File: src/rtl/hazard_ctrl_unit.sv
// Pipeline hazard controller: EX operand forwarding, load-use stalls, mul/div scoreboard,
// branch flushes and a saturating count of fetch-stall cycles.
module hazard_ctrl_unit #(
    parameter int unsigned NUM_SRC    = 2,
    parameter int unsigned AW         = 5,
    parameter int unsigned LOAD_STALL = 1
) (
    input  logic                    clk,
    input  logic                    rst_n,
    input  logic [NUM_SRC*AW-1:0]   id_rs_addr,
    input  logic [NUM_SRC-1:0]      id_rs_used,
    input  logic [NUM_SRC*AW-1:0]   id_ex_rs_addr,
    input  logic [AW-1:0]           id_ex_rd_addr,
    input  logic                    id_ex_memread,
    input  logic [AW-1:0]           ex_mem_rd_addr,
    input  logic                    ex_mem_regwrite,
    input  logic [AW-1:0]           mem_wb_rd_addr,
    input  logic                    mem_wb_regwrite,
    input  logic                    ex_branch_taken,
    input  logic                    mc_issue,
    input  logic [AW-1:0]           mc_issue_rd,
    input  logic                    mc_done,
    input  logic [AW-1:0]           mc_done_rd,
    output logic [2*NUM_SRC-1:0]    forward_sel,
    output logic                    stall_fetch,
    output logic                    bubble_ex,
    output logic                    flush_if_id,
    output logic [31:0]             stall_cycles
);

    localparam int unsigned CW   = $clog2(LOAD_STALL + 1);
    localparam int unsigned NREG = 2 ** AW;

    logic [CW-1:0]      lu_cnt_q, lu_cnt_d;
    // Bit 0 is kept constant zero so any address can index without a range guard.
    logic [NREG-1:0]    busy_q, busy_d;
    logic [31:0]        stall_cycles_q, stall_cycles_d;

    logic [NUM_SRC-1:0] lu_hit;
    logic [NUM_SRC-1:0] sb_hit;
    logic               lu;
    logic               sb;

    for (genvar g = 0; g < NUM_SRC; g++) begin : g_src
        logic [AW-1:0] id_rs;
        logic [AW-1:0] ex_rs;
        logic          live;
        logic          fwd_mem;
        logic          fwd_wb;

        assign id_rs = id_rs_addr[g*AW +: AW];
        assign ex_rs = id_ex_rs_addr[g*AW +: AW];
        assign live  = id_rs_used[g] && (id_rs != '0);

        assign lu_hit[g] = live && (id_rs == id_ex_rd_addr);
        // No bypass from mc_done: the bit still reads busy in its clearing cycle.
        assign sb_hit[g] = live && busy_q[id_rs];

        assign fwd_mem = ex_mem_regwrite && (ex_mem_rd_addr != '0) && (ex_mem_rd_addr == ex_rs);
        assign fwd_wb  = mem_wb_regwrite && (mem_wb_rd_addr != '0) && (mem_wb_rd_addr == ex_rs);
        assign forward_sel[2*g +: 2] = fwd_mem ? 2'b10 : (fwd_wb ? 2'b01 : 2'b00);
    end

    assign lu = id_ex_memread && (id_ex_rd_addr != '0) && (|lu_hit);
    assign sb = |sb_hit;

    always_comb begin
        stall_fetch    = 1'b0;
        bubble_ex      = 1'b0;
        flush_if_id    = 1'b0;
        lu_cnt_d       = lu_cnt_q;
        busy_d         = busy_q;
        stall_cycles_d = stall_cycles_q;

        if (ex_branch_taken) begin
            flush_if_id = 1'b1;
            bubble_ex   = 1'b1;
            lu_cnt_d    = '0;
        end else begin
            if (lu || (lu_cnt_q != '0) || sb) begin
                stall_fetch = 1'b1;
                bubble_ex   = 1'b1;
            end
            // The first stall cycle is the detect cycle itself, hence LOAD_STALL-1.
            if (lu_cnt_q != '0) begin
                lu_cnt_d = lu_cnt_q - CW'(1);
            end else if (lu) begin
                lu_cnt_d = CW'(LOAD_STALL - 1);
            end
        end

        if (mc_done && (mc_done_rd != '0)) begin
            busy_d[mc_done_rd] = 1'b0;
        end
        if (mc_issue && (mc_issue_rd != '0)) begin
            busy_d[mc_issue_rd] = 1'b1;
        end
        busy_d[0] = 1'b0;

        if (stall_fetch && (stall_cycles_q != '1)) begin
            stall_cycles_d = stall_cycles_q + 32'd1;
        end
    end

    always_ff @(posedge clk or negedge rst_n) begin
        if (!rst_n) begin
            lu_cnt_q       <= '0;
            busy_q         <= '0;
            stall_cycles_q <= '0;
        end else begin
            lu_cnt_q       <= lu_cnt_d;
            busy_q         <= busy_d;
            stall_cycles_q <= stall_cycles_d;
        end
    end

    assign stall_cycles = stall_cycles_q;

endmodule

File: config.mk
export PLATFORM = sky130hd
export DESIGN_NAME = hazard_ctrl_unit
export DESIGN_NICKNAME = d
export VERILOG_FILES = /design/src/rtl/hazard_ctrl_unit.sv
export SDC_FILE = /design/constraint.sdc
export NUM_CORES = 1
export LEC_CHECK = 0
export CAP_MARGIN = 15
export CORE_UTILIZATION = 38
export DETAILED_ROUTE_END_ITERATION = 7
export GPL_ROUTABILITY_DRIVEN = 0
export GPL_TIMING_DRIVEN = 1
export MAX_ROUTING_LAYER = met4
export PLACE_DENSITY = 0.69
export SYNTH_ARGS = -nofsm -noshare
export SYNTH_HDL_FRONTEND = slang
export SYNTH_SLANG_ARGS = --single-unit
File: constraint.sdc
create_clock -name clk -period 3.24 [get_ports clk]
set_clock_uncertainty 0.1 [all_clocks]
set_input_delay 0.324 -clock clk [delete_from_list [all_inputs] [get_ports clk]]
set_output_delay 0.324 -clock clk [all_outputs]
set_load 0.005 [all_outputs]
==> summary.md, run 1 <==
| Metric | Value |
|---|---|
| Gr usage total | 20.9% |
| Final Critical Period | 3.09 ns |
| Drt initial violations | 245 |
| DRC Markers | 0 |
| PD cells | 445 mW/mm2 |
| Detailed placement HPWL | 7410 um |
| Routed len/inst | 16.3 um |
| # IOs | 94 |
| Layout Area Growth over Synthesis | 35.6% |
| Leakage power | 2.02 nW |
| Die Y | 102 um |
| Worst hold slack | 0.0195 ns |
| Final Hold Fails | 0 |
| Switching power | 0.682 mW |
| Met3 wire len | 679 um |
| Post-synth top area cell | dfrtp_1 |
| Asr flop ratio synth | 100% |
| Post-Layout Cell Count | 611 |
| Synth top cells by count | o21ai_0, dfrtp_1, xnor2_1 |
| CTS tree | done |
| ANT cells | 0 |
| Total CTS buffers | 9 |
| Cells after DPL | 595 |
| Slew HR | 38.1% |
| Worst path required time | 2.82 ns |
| Clock-pin slew on the worst setup and hold paths | 0.07 ns |
| CTS Buffer Depth | 2 |
| Count leader, synth | o21ai_0 |
| CP startpoint kind | input port |
| DRT Wirelength | 9960 um |
| Synth Instances | 363 |
| RSZ-0062 raised after global routing | no |
| CTS root buffer | clkbuf_8 |
| M1 WL | 4500 um |
| Clk_lat worst skew | 0.34 ns |
| MaxCap Viol Count | 0 |
| Total grt overflow | 0 |
| Net Sw Frac | 29.8% |
| Antenna-violating nets left | 0 |
| Number of synthesized flops with an enable pin | 0 |
| Via-to-Cell Ratio | 5.41 |
| P_int | 1.61 mW |
| Clk network pwr share | 31.1% |
| CTS sink cnt | 63 |
| Max FO, Critical Path | 3 |
| Hold Crit Class | in -> async |
| Largest net degree at the start of global routing | 41 |
| #FFs+latches synth | 63 |
| Tcrit/Tclk final | 95.3% |
| Initial antenna violation count | 0 |
| Status | finished, final reports clean |
| Pre-Repair DR Iteration Count | 4 |
| Top Metal Used | met4 |
| Layout cell share with drive strength beyond 1 | 12.8% |
| Synth Flop Type | dfrtp_1 |
| Slew Viols, Final | 0 |
| Syn_nets | 419 |
| Port bufs | 93 |
| VDD IR max | 0.426 mV |
| Register area share after synthesis | 41.6% |
| F_max | 324 MHz |
| Sequential share of power | 44.5% |
| Synthesis Warnings | 0 |
| Wire length on met2 | 4700 um |
| Die area | 0.0104 mm2 |
| Vias in the first global route | 3,257 |
| Setup Total Neg Slack | 0 ns |
| Floorplan core area | 0.00973 mm2 |
| WP data arrival | 2.66 ns |
| Initial Util | 39.0% |
| First-pass GRT wire length | 16,200 um |
| Post-Syn Area | 0.00379 mm2 |
| Yosys top cell area share | 41.6% |
| Util after Layout | 52.9% |
| Mean area per synthesized cell | 10.5 um2 |
| Crit end category | primary output |
| Combinational power share | 24.3% |
| Row cnt | 36 |
| Synth area leaders | dfrtp_1, xnor2_1, o21ai_0 |
| Final setup viols | 0 |
| Via count | 3,305 |
| Synth unique cells | 47 |
| Worst slew pin tran | 0.928 ns |
| H-tree depth | 3 |
| Die width | 102 um |
| Number of nets in the layout | 529 |
| Worst setup path category | in -> out |
## critical path, stage by stage
cell and delay [ns]:
clkdlybuf4s50_1 0.48, or4_1 0.53, o21ai_0 0.26, nor4_1 0.10, nor4_2 0.24, buf_4 0.16
nand4b_1 0.09, clkdlybuf4s50_1 0.48
## cells in the final DEF (no fill, tap or decap), types with 3 or more instances in the layout
cell,n
clkdlybuf4s50_1,88
o21ai_0,65
dfrtp_1,63
xnor2_1,44
nand3_1,25
buf_4,21
nand2_1,15
xor2_1,15
nand4_1,12
nand3b_1,11
and3_1,11
nor2_1,10
mux4_2,10
clkbuf_8,10
mux2i_1,7
or4_1,6
nor2b_1,6
nor4_1,5
or3b_2,4
nor3_1,3
mux2_2,3
and2_1,3
## cell families after synthesis
kind of cell	after synthesis	share of synthesized area [%]
and+or+nand+nor	121	18.8
adders and majority gates	1	0.330
buffers and inverters	17	3.23
AOI/OAI and AO/OA	77	11.3
xor gates and xnor gates	59	13.6
muxes	25	11.1
DFF	63	41.6
## registers in the layout, summed over array words and instances, names as in the netlist
register / cells
busy_q: 31
stall_cycles: 32
## through the flow
step           instance area (um2)  power, mW  setup WS (ns)
6_report                      5140       2.29          0.153
5_1_grt                       5140       2.41        0.00449
4_1_cts                       5140       2.30         0.0161
3_5_place_dp                  4930       1.59         -0.184
3_3_place_gp                  4930       1.56         -0.118
2_1_floorplan                 3790       1.31          0.795
## per-layer routing
metal | vias to the layer above | global-route usage (%)
met3 | 8 | 4.79
met5 | - | -
met4 | 0 | 5.05
met1 | 1612 | 26.8
li1 | 1570 | -
met2 | 115 | 33.6
## power by group through the flow
stage | logic, mW | clock network [mW] | registers [mW]
final | 0.557 | 0.712 | 1.02
after global routing | 0.614 | 0.761 | 1.04
after CTS | 0.560 | 0.721 | 1.02
after detailed placement | 0.556 | 0 | 1.03
after global placement | 0.541 | 0 | 1.02
after floorplan | 0.315 | 0 | 0.994
## final timing paths
| path | start | end | slack (ns) | depth (start not counted) |
|---|---|---|---|---|
| max | id_ex_rd_addr[0] | bubble_ex | 0.15 | 8 |
| min reg2reg | stall_cycles[14]$_DFFE_PN0P_ | stall_cycles[14]$_DFFE_PN0P_ | 0.39 | 1 |
| max in group asynchronous | rst_n | stall_cycles[15]$_DFFE_PN0P_ | 2.16 | 2 |
| min | rst_n | busy_q[27]$_DFF_PN0_ | 0.02 | 1 |
| min in group clk | stall_cycles[14]$_DFFE_PN0P_ | stall_cycles[14]$_DFFE_PN0P_ | 0.39 | 1 |
| max reg2reg | busy_q[12]$_DFF_PN0_ | stall_cycles[17]$_DFFE_PN0P_ | 0.50 | 9 |
## area by class of cell
class,count,area (um2)
Clock buffer,10,138
Clock inverter,6,68.8
Fill cell,879,4580
Inverter,2,7.51
Multi-Input combinational cell,283,2100
Sequential cell,63,1580
Tap cell,133,166
Timing Repair Buffer,114,1090
## what timing repair did
action | in CTS | in global routing
gates resized for setup | 3 | 2
endpoints found under the setup margin | 2 | 2
buffers inserted | 0 | 0
hold buffers | 0 | 0
(Power assumes the default switching activity.)
==> run 2, diff against run 1 <==
Settings changed: CORE_ASPECT_RATIO set to 1.25, HOLD_SLACK_MARGIN set to 0.12.
==> summary.md, run 2 (synthesis results as in run 1) <==
| Metric | Value |
|---|---|
| Status | finished, final reports clean (unchanged) |
| Drt initial violations | 226 (was 245) |
| Clock-pin slew on the worst setup and hold paths | 0.05 ns (was 0.07 ns) |
| Port bufs | 93 (unchanged) |
| MaxCap Viol Count | 0 (unchanged) |
| Largest net degree at the start of global routing | 38 (was 41) |
| Sequential share of power | 39.6% (was 44.5%) |
| DRC Markers | 0 (unchanged) |
| CP startpoint kind | input port (unchanged) |
| Detailed placement HPWL | 7870 um (was 7410 um) |
| Total CTS buffers | 9 (unchanged) |
| Finished Cell Area | 0.00527 mm2 (was 0.00514 mm2) |
| Via-to-Cell Ratio | 5.61 (was 5.41) |
| Worst path required time | 2.82 ns (about the same) |
| CTS root buffer | clkbuf_16 (was clkbuf_8) |
| Initial Util | 39.3% (was 39.0%) |
| Net Sw Frac | 26.8% (was 29.8%) |
| # IOs | 94 (unchanged) |
| Switching power | 0.699 mW (was 0.682 mW) |
| Number of nets in the layout | 527 (was 529) |
| Critical-path top delay cell | clkdlybuf4s50_1 (was or4_1) |
| Critical path cell sequence | clkdlybuf4s50_1 > buf_4 > mux2i_1 > a22o_1 > a311oi_1 > o311ai_2 > a31oi_4 > clkdlybuf4s50_1 (was clkdlybuf4s50_1 > or4_1 > o21ai_0 > nor4_1 > nor4_2 > buf_4 > nand4b_1 > clkdlybuf4s50_1) |
| Leakage power | 2.06 nW (was 2.02 nW) |
| CTS sink cnt | 63 (unchanged) |
| Worst path top cell family by delay | buffers and inverters (unchanged) |
| Placed inst area | 0.00491 mm2 (was 0.00493 mm2) |
| Initial antenna violation count | 0 (unchanged) |
| Worst slew pin tran | 0.843 ns (was 0.928 ns) |
| Antenna-violating nets left | 0 (unchanged) |
| Setup Slack @ Placement | -0.0219 ns (was -0.184 ns) |
| CP max stage delay | 0.60 ns (was 0.53 ns) |
| Layout cell share with drive strength beyond 1 | 12.2% (was 12.8%) |
| Worst path bufs/invs | 3 (unchanged) |
| Slew HR | 43.8% (was 38.1%) |
| Die Y | 114 um (was 102 um) |
| P_int | 1.91 mW (was 1.61 mW) |
| Gr usage total | 21.6% (was 20.9%) |
| Layout Area Growth over Synthesis | 39.0% (was 35.6%) |
| PnR worst setup slack | 0.135 ns (was 0.153 ns) |
| Routed len/inst | 17.4 um (was 16.3 um) |
| Total grt overflow | 0 (unchanged) |
| Floorplan core area | 0.00966 mm2 (was 0.00973 mm2) |
| F_max | 322 MHz (was 324 MHz) |
| Via count | 3,378 (was 3,305) |
| WP data arrival | 2.68 ns (was 2.66 ns) |
| Die width | 91.4 um (was 102 um) |
| Most common cell after layout, fill and taps aside | clkdlybuf4s50_1 (unchanged) |
| Final setup viols | 0 (unchanged) |
| DRT Wirelength | 10,500 um (was 9960 um) |
| CTS tree | done (unchanged) |
| Hold Crit Class | reg -> reg (was in -> async) |
| Crit end category | primary output (unchanged) |
| Pre-Repair DR Iteration Count | 5 (was 4) |
| Combinational power share | 21.6% (was 24.3%) |
| Most frequent cells in the layout | clkdlybuf4s50_1, o21ai_0, dfrtp_1 (unchanged) |
| H-tree depth | 3 (unchanged) |
| CTS Buffer Depth | 2 (unchanged) |
| Clk_lat worst skew | 0.33 ns (was 0.34 ns) |
| Worst setup path category | in -> out (unchanged) |
| Row cnt | 40 (was 36) |
| Die area | 0.0104 mm2 (about the same) |
| Pwr Total | 2.61 mW (was 2.29 mW) |
| Final Critical Period | 3.11 ns (was 3.09 ns) |
| Final Hold Fails | 0 (unchanged) |
| Max FO, Critical Path | 7 (was 3) |
| ANT cells | 0 (unchanged) |
| Clk network pwr share | 38.8% (was 31.1%) |
| First-pass GRT wire length | 17,200 um (was 16,200 um) |
| Tcrit/Tclk final | 95.8% (was 95.3%) |
| RSZ-0062 raised after global routing | no (unchanged) |
| Max FFs per register | 32 (unchanged) |
| Most used cell, CP | clkdlybuf4s50_1 (unchanged) |
| PD cells | 494 mW/mm2 (was 445 mW/mm2) |
| Slew Viols, Final | 0 (unchanged) |
| Vias in the first global route | 3,593 (was 3,257) |
| VDD IR max | 0.335 mV (was 0.426 mV) |
-- run 2: power groups by stage --
stage | Combinational, mW | Clock, mW | Sequential (mW)
floorplan | 0.315 | 0 | 0.994
global route | 0.619 | 1.07 | 1.04
global placement | 0.540 | 0 | 1.04
finish | 0.562 | 1.01 | 1.03
detailed placement | 0.554 | 0 | 1.04
CTS | 0.557 | 1.03 | 1.03
-- run 2: final timing paths --
kind,from,endpoint,slack (ns),depth (start not counted)
worst min-delay path,stall_cycles[23]$_DFFE_PN0P_,stall_cycles[23]$_DFFE_PN0P_,0.39,1
min in group asynchronous,rst_n,stall_cycles[24]$_DFFE_PN0P_,0.54,2
max in group asynchronous,rst_n,stall_cycles[31]$_DFFE_PN0P_,1.63,3
worst max register to register,busy_q[15]$_DFF_PN0_,stall_cycles[30]$_DFFE_PN0P_,0.65,9
worst max-delay path,id_rs_addr[2],stall_fetch,0.13,8
worst min register to register,stall_cycles[23]$_DFFE_PN0P_,stall_cycles[23]$_DFFE_PN0P_,0.39,1
-- run 2: cell type report --
type,instances,area [um2]
repair buffers,112,1100
clock inverters,6,85.1
fillers,838,4390
multi-input cells,283,2120
clock buffers,10,229
well taps,126,158
inverters,2,7.51
flip-flops and latches,63,1580
-- run 2: worst register-to-register path: stages, from the launching register on --
cell      delay [ns]
dfrtp_1         0.41
mux4_2          0.48
mux2i_1         0.19
nor4bb_2        0.09
nor4_2          0.27
buf_4           0.17
a31oi_4         0.12
buf_4           0.18
and3_1          0.16
mux2_1          0.31
-- run 2: routing by layer --
layer	GRT usage (%)	wire [um]	vias to the layer above
li1	-	-	1563
met1	26.0	4450	1659
met2	35.7	5290	136
met3	3.67	615	20
met4	9.63	140	0
met5	-	0	-
-- run 2: stage by stage --
step	setup TNS, ns	instances	utilization, %	hold WS (ns)
3_3_place_gp	0	584	50.9	0.363
2_1_floorplan	0	363	-	-0.0716
3_5_place_dp	-0.0235	584	50.9	0.365
4_1_cts	0	601	54.2	0.389
5_1_grt	0	602	54.6	0.411
6_report	0	602	54.6	0.386
-- run 2: repair_timing --
action	4_1_cts	5_1_grt
pin swaps	0	1
hold buffers	1	0
hold endpoints to repair	36	0
setup buffers	0	1
setup endpoints to repair	1	2
resized for setup	2	5
==> run 3, diff against run 2 <==
Settings changed: CORE_MARGIN set to 2.
==> summary.md, run 3 (synthesis results as in run 1) <==
| Metric | Value |
|---|---|
| Final Critical Period | 3.07 ns (was 3.11 ns) |
| Final Hold Fails | 0 (unchanged) |
| Total CTS buffers | 9 (unchanged) |
| Worst path top cell family by delay | buffers and inverters (unchanged) |
| Initial Util | 39.3% (unchanged) |
| Switching power | 0.719 mW (was 0.699 mW) |
| Worst setup path category | in -> out (unchanged) |
| Post-Layout Cell Count | 597 (was 602) |
| Crit end category | primary output (unchanged) |
| Most frequent cells in the layout | clkdlybuf4s50_1, o21ai_0, dfrtp_1 (unchanged) |
| Max FO, Critical Path | 6 (was 7) |
| First-pass GRT wire length | 16,700 um (was 17,200 um) |
| Via count | 3,331 (was 3,378) |
| # IOs | 94 (unchanged) |
| Drt initial violations | 172 (was 226) |
| WP data arrival | 2.65 ns (was 2.68 ns) |
| CTS sink cnt | 63 (unchanged) |
| Via-to-Cell Ratio | 5.58 (was 5.61) |
| Critical Path End | stall_fetch (unchanged) |
| Slew HR | 60.0% (was 43.8%) |
| Pre-Repair DR Iteration Count | 4 (was 5) |
| Die Y | 116 um (was 114 um) |
| ANT cells | 0 (unchanged) |
| VDD IR max | 0.274 mV (was 0.335 mV) |
| RSZ-0062 raised after global routing | no (unchanged) |
| Tcrit/Tclk final | 94.9% (was 95.8%) |
| MaxCap Viol Count | 0 (unchanged) |
| Leakage power | 2.06 nW (about the same) |
| Final setup viols | 0 (unchanged) |
| Clk_lat worst skew | 0.33 ns (about the same) |
| Critical path depth | 7 (was 8) |
| CP startpoint kind | input port (unchanged) |
| Worst path bufs/invs | 2 (was 3) |
| Slew Viols, Final | 0 (unchanged) |
| Die area | 0.0108 mm2 (was 0.0104 mm2) |
| R2r setup slk | 0.68 ns (was 0.65 ns) |
| Largest net degree at the start of global routing | 39 (was 38) |
| Worst r2r src | busy_q[6]$_DFF_PN0_ (was busy_q[15]$_DFF_PN0_) |
| Die width | 93.4 um (was 91.4 um) |
| Clk network pwr share | 38.2% (was 38.8%) |
| Routed len/inst | 17.3 um (was 17.4 um) |
| Most common cell after layout, fill and taps aside | clkdlybuf4s50_1 (unchanged) |
| Sequential share of power | 40.2% (was 39.6%) |
| Setup Total Neg Slack | 0 ns (unchanged) |
| Worst path required time | 2.82 ns (about the same) |
| Initial antenna violation count | 0 (unchanged) |
| Vias in the first global route | 3,438 (was 3,593) |
| Max FFs per register | 32 (unchanged) |
| Critical-path top delay cell | clkdlybuf4s50_1 (unchanged) |
| CTS root buffer | clkbuf_16 (unchanged) |
| Row cnt | 40 (unchanged) |
| F_max | 325 MHz (was 322 MHz) |
| H-tree depth | 3 (unchanged) |
| Worst slew pin tran | 0.599 ns (was 0.843 ns) |
| Layout cell share with drive strength beyond 1 | 11.3% (was 12.2%) |
| Cells after DPL | 580 (was 584) |
| Clock-pin slew on the worst setup and hold paths | 0.05 ns (about the same) |
| Antenna-violating nets left | 0 (unchanged) |
| Total grt overflow | 0 (unchanged) |
| Reg2Reg Depth | 8 (was 9) |
| P_int | 1.83 mW (was 1.91 mW) |
| Port bufs | 93 (unchanged) |
| Critical path cell sequence | clkdlybuf4s50_1 > xnor2_1 > nand3_1 > nor4_1 > nor4_2 > a31oi_2 > clkdlybuf4s50_1 (was clkdlybuf4s50_1 > buf_4 > mux2i_1 > a22o_1 > a311oi_1 > o311ai_2 > a31oi_4 > clkdlybuf4s50_1) |
| CP max stage delay | 0.64 ns (was 0.60 ns) |
| CTS Buffer Depth | 2 (unchanged) |
| Gr usage total | 20.1% (was 21.6%) |
| DRT Wirelength | 10,300 um (was 10,500 um) |
| Detailed placement HPWL | 7760 um (was 7870 um) |
| Combinational power share | 21.6% (about the same) |
| Hold Crit Class | reg -> reg (unchanged) |
| Layout Area Growth over Synthesis | 37.5% (was 39.0%) |
| Net Sw Frac | 28.2% (was 26.8%) |
| DRC Markers | 0 (unchanged) |
| Most used cell, CP | clkdlybuf4s50_1 (unchanged) |
| PD cells | 489 mW/mm2 (was 494 mW/mm2) |
| Status | finished, final reports clean (unchanged) |
| Number of nets in the layout | 522 (was 527) |
| Launch point of the worst path | id_rs_addr[4] (was id_rs_addr[2]) |
| Setup Fix Bufs, Post-CTS | 0 (unchanged) |
| FF-to-FF End | stall_cycles[30]$_DFFE_PN0P_ (unchanged) |
| Floorplan core area | 0.00966 mm2 (unchanged) |
| CTS tree | done (unchanged) |
[run 3: changes by cell type in the layout (fill, tap and decap cells not counted), moves of 2 or more]
| cell | previous run | this run |
|---|---|---|
| dlymetal6s2s_1 | 2 | 5 |
| clkinv_2 | 2 | 0 |
| buf_4 | 16 | 11 |
| inv_6 | 0 | 3 |
| clkdlybuf4s50_1 | 88 | 86 |
[run 3: stage by stage]
step	total power, mW	cell area, um2	util [%]	setup WS (ns)	hold slack (ns)
floorplan	1.31	3790	-	0.795	-0.0716
finish	2.55	5220	54.0	0.165	0.389
global placement	1.57	4880	50.6	0.0377	0.239
CTS	2.56	5200	53.8	0.0194	0.394
global route	2.68	5220	54.0	0.0535	0.407
detailed placement	1.59	4880	50.6	-0.0181	0.252
[run 3: repair_timing]
item / CTS / global route
endpoints found under the hold margin: 25 / 0
hold buffers: 1 / 0
setup endpoints to repair: 1 / 2
gates resized for setup: 1 / 7
pin swaps: 0 / 1
[run 3: worst min-delay path by stage]
stage / startpoint / endpoint / slack (ns) / cells after the start
floorplan: rst_n / busy_q[10]$_DFF_PN0_ / -0.07 / 0
global placement: rst_n / stall_cycles[23]$_DFFE_PN0P_ / 0.24 / 1
detailed placement: rst_n / stall_cycles[21]$_DFFE_PN0P_ / 0.25 / 1
CTS: stall_cycles[21]$_DFFE_PN0P_ / stall_cycles[21]$_DFFE_PN0P_ / 0.39 / 1
global route: stall_cycles[21]$_DFFE_PN0P_ / stall_cycles[21]$_DFFE_PN0P_ / 0.41 / 1
finish: stall_cycles[21]$_DFFE_PN0P_ / stall_cycles[21]$_DFFE_PN0P_ / 0.39 / 1
[run 3: routing by layer]
layer,GRT usage [%],wire length (um)
met1,24.3,4450
met2,32.9,5020
met3,4.29,594
met4,7.65,244
met5,-,0
[run 3: worst register-to-register path, delay by kind of cell, from the launching register on]
family | cells | cell delay, ns
multiplexers | 2 | 0.78
AND/OR/NAND/NOR | 3 | 0.35
buffers and inverters | 1 | 0.19
AO/OA/AOI/OAI | 2 | 0.62
flip-flops | 1 | 0.41
[run 3: power by group through the flow]
stage               Combinational [mW]  Sequential [mW]  Clock [mW]
global route                     0.607             1.04        1.04
CTS                              0.554             1.02       0.987
finish                           0.552             1.03       0.973
detailed placement               0.551             1.04           0
floorplan                        0.315            0.994           0
global placement                 0.535             1.04           0
[run 3: final cells by class]
class                   count  area [um2]
inverters                   2        7.51
repair buffers            107        1070
clock buffers               9         225
fillers                   845        4440
flip-flops and latches     63        1580
multi-input cells         283        2100
well taps                 126         158
clock inverters             7        80.1
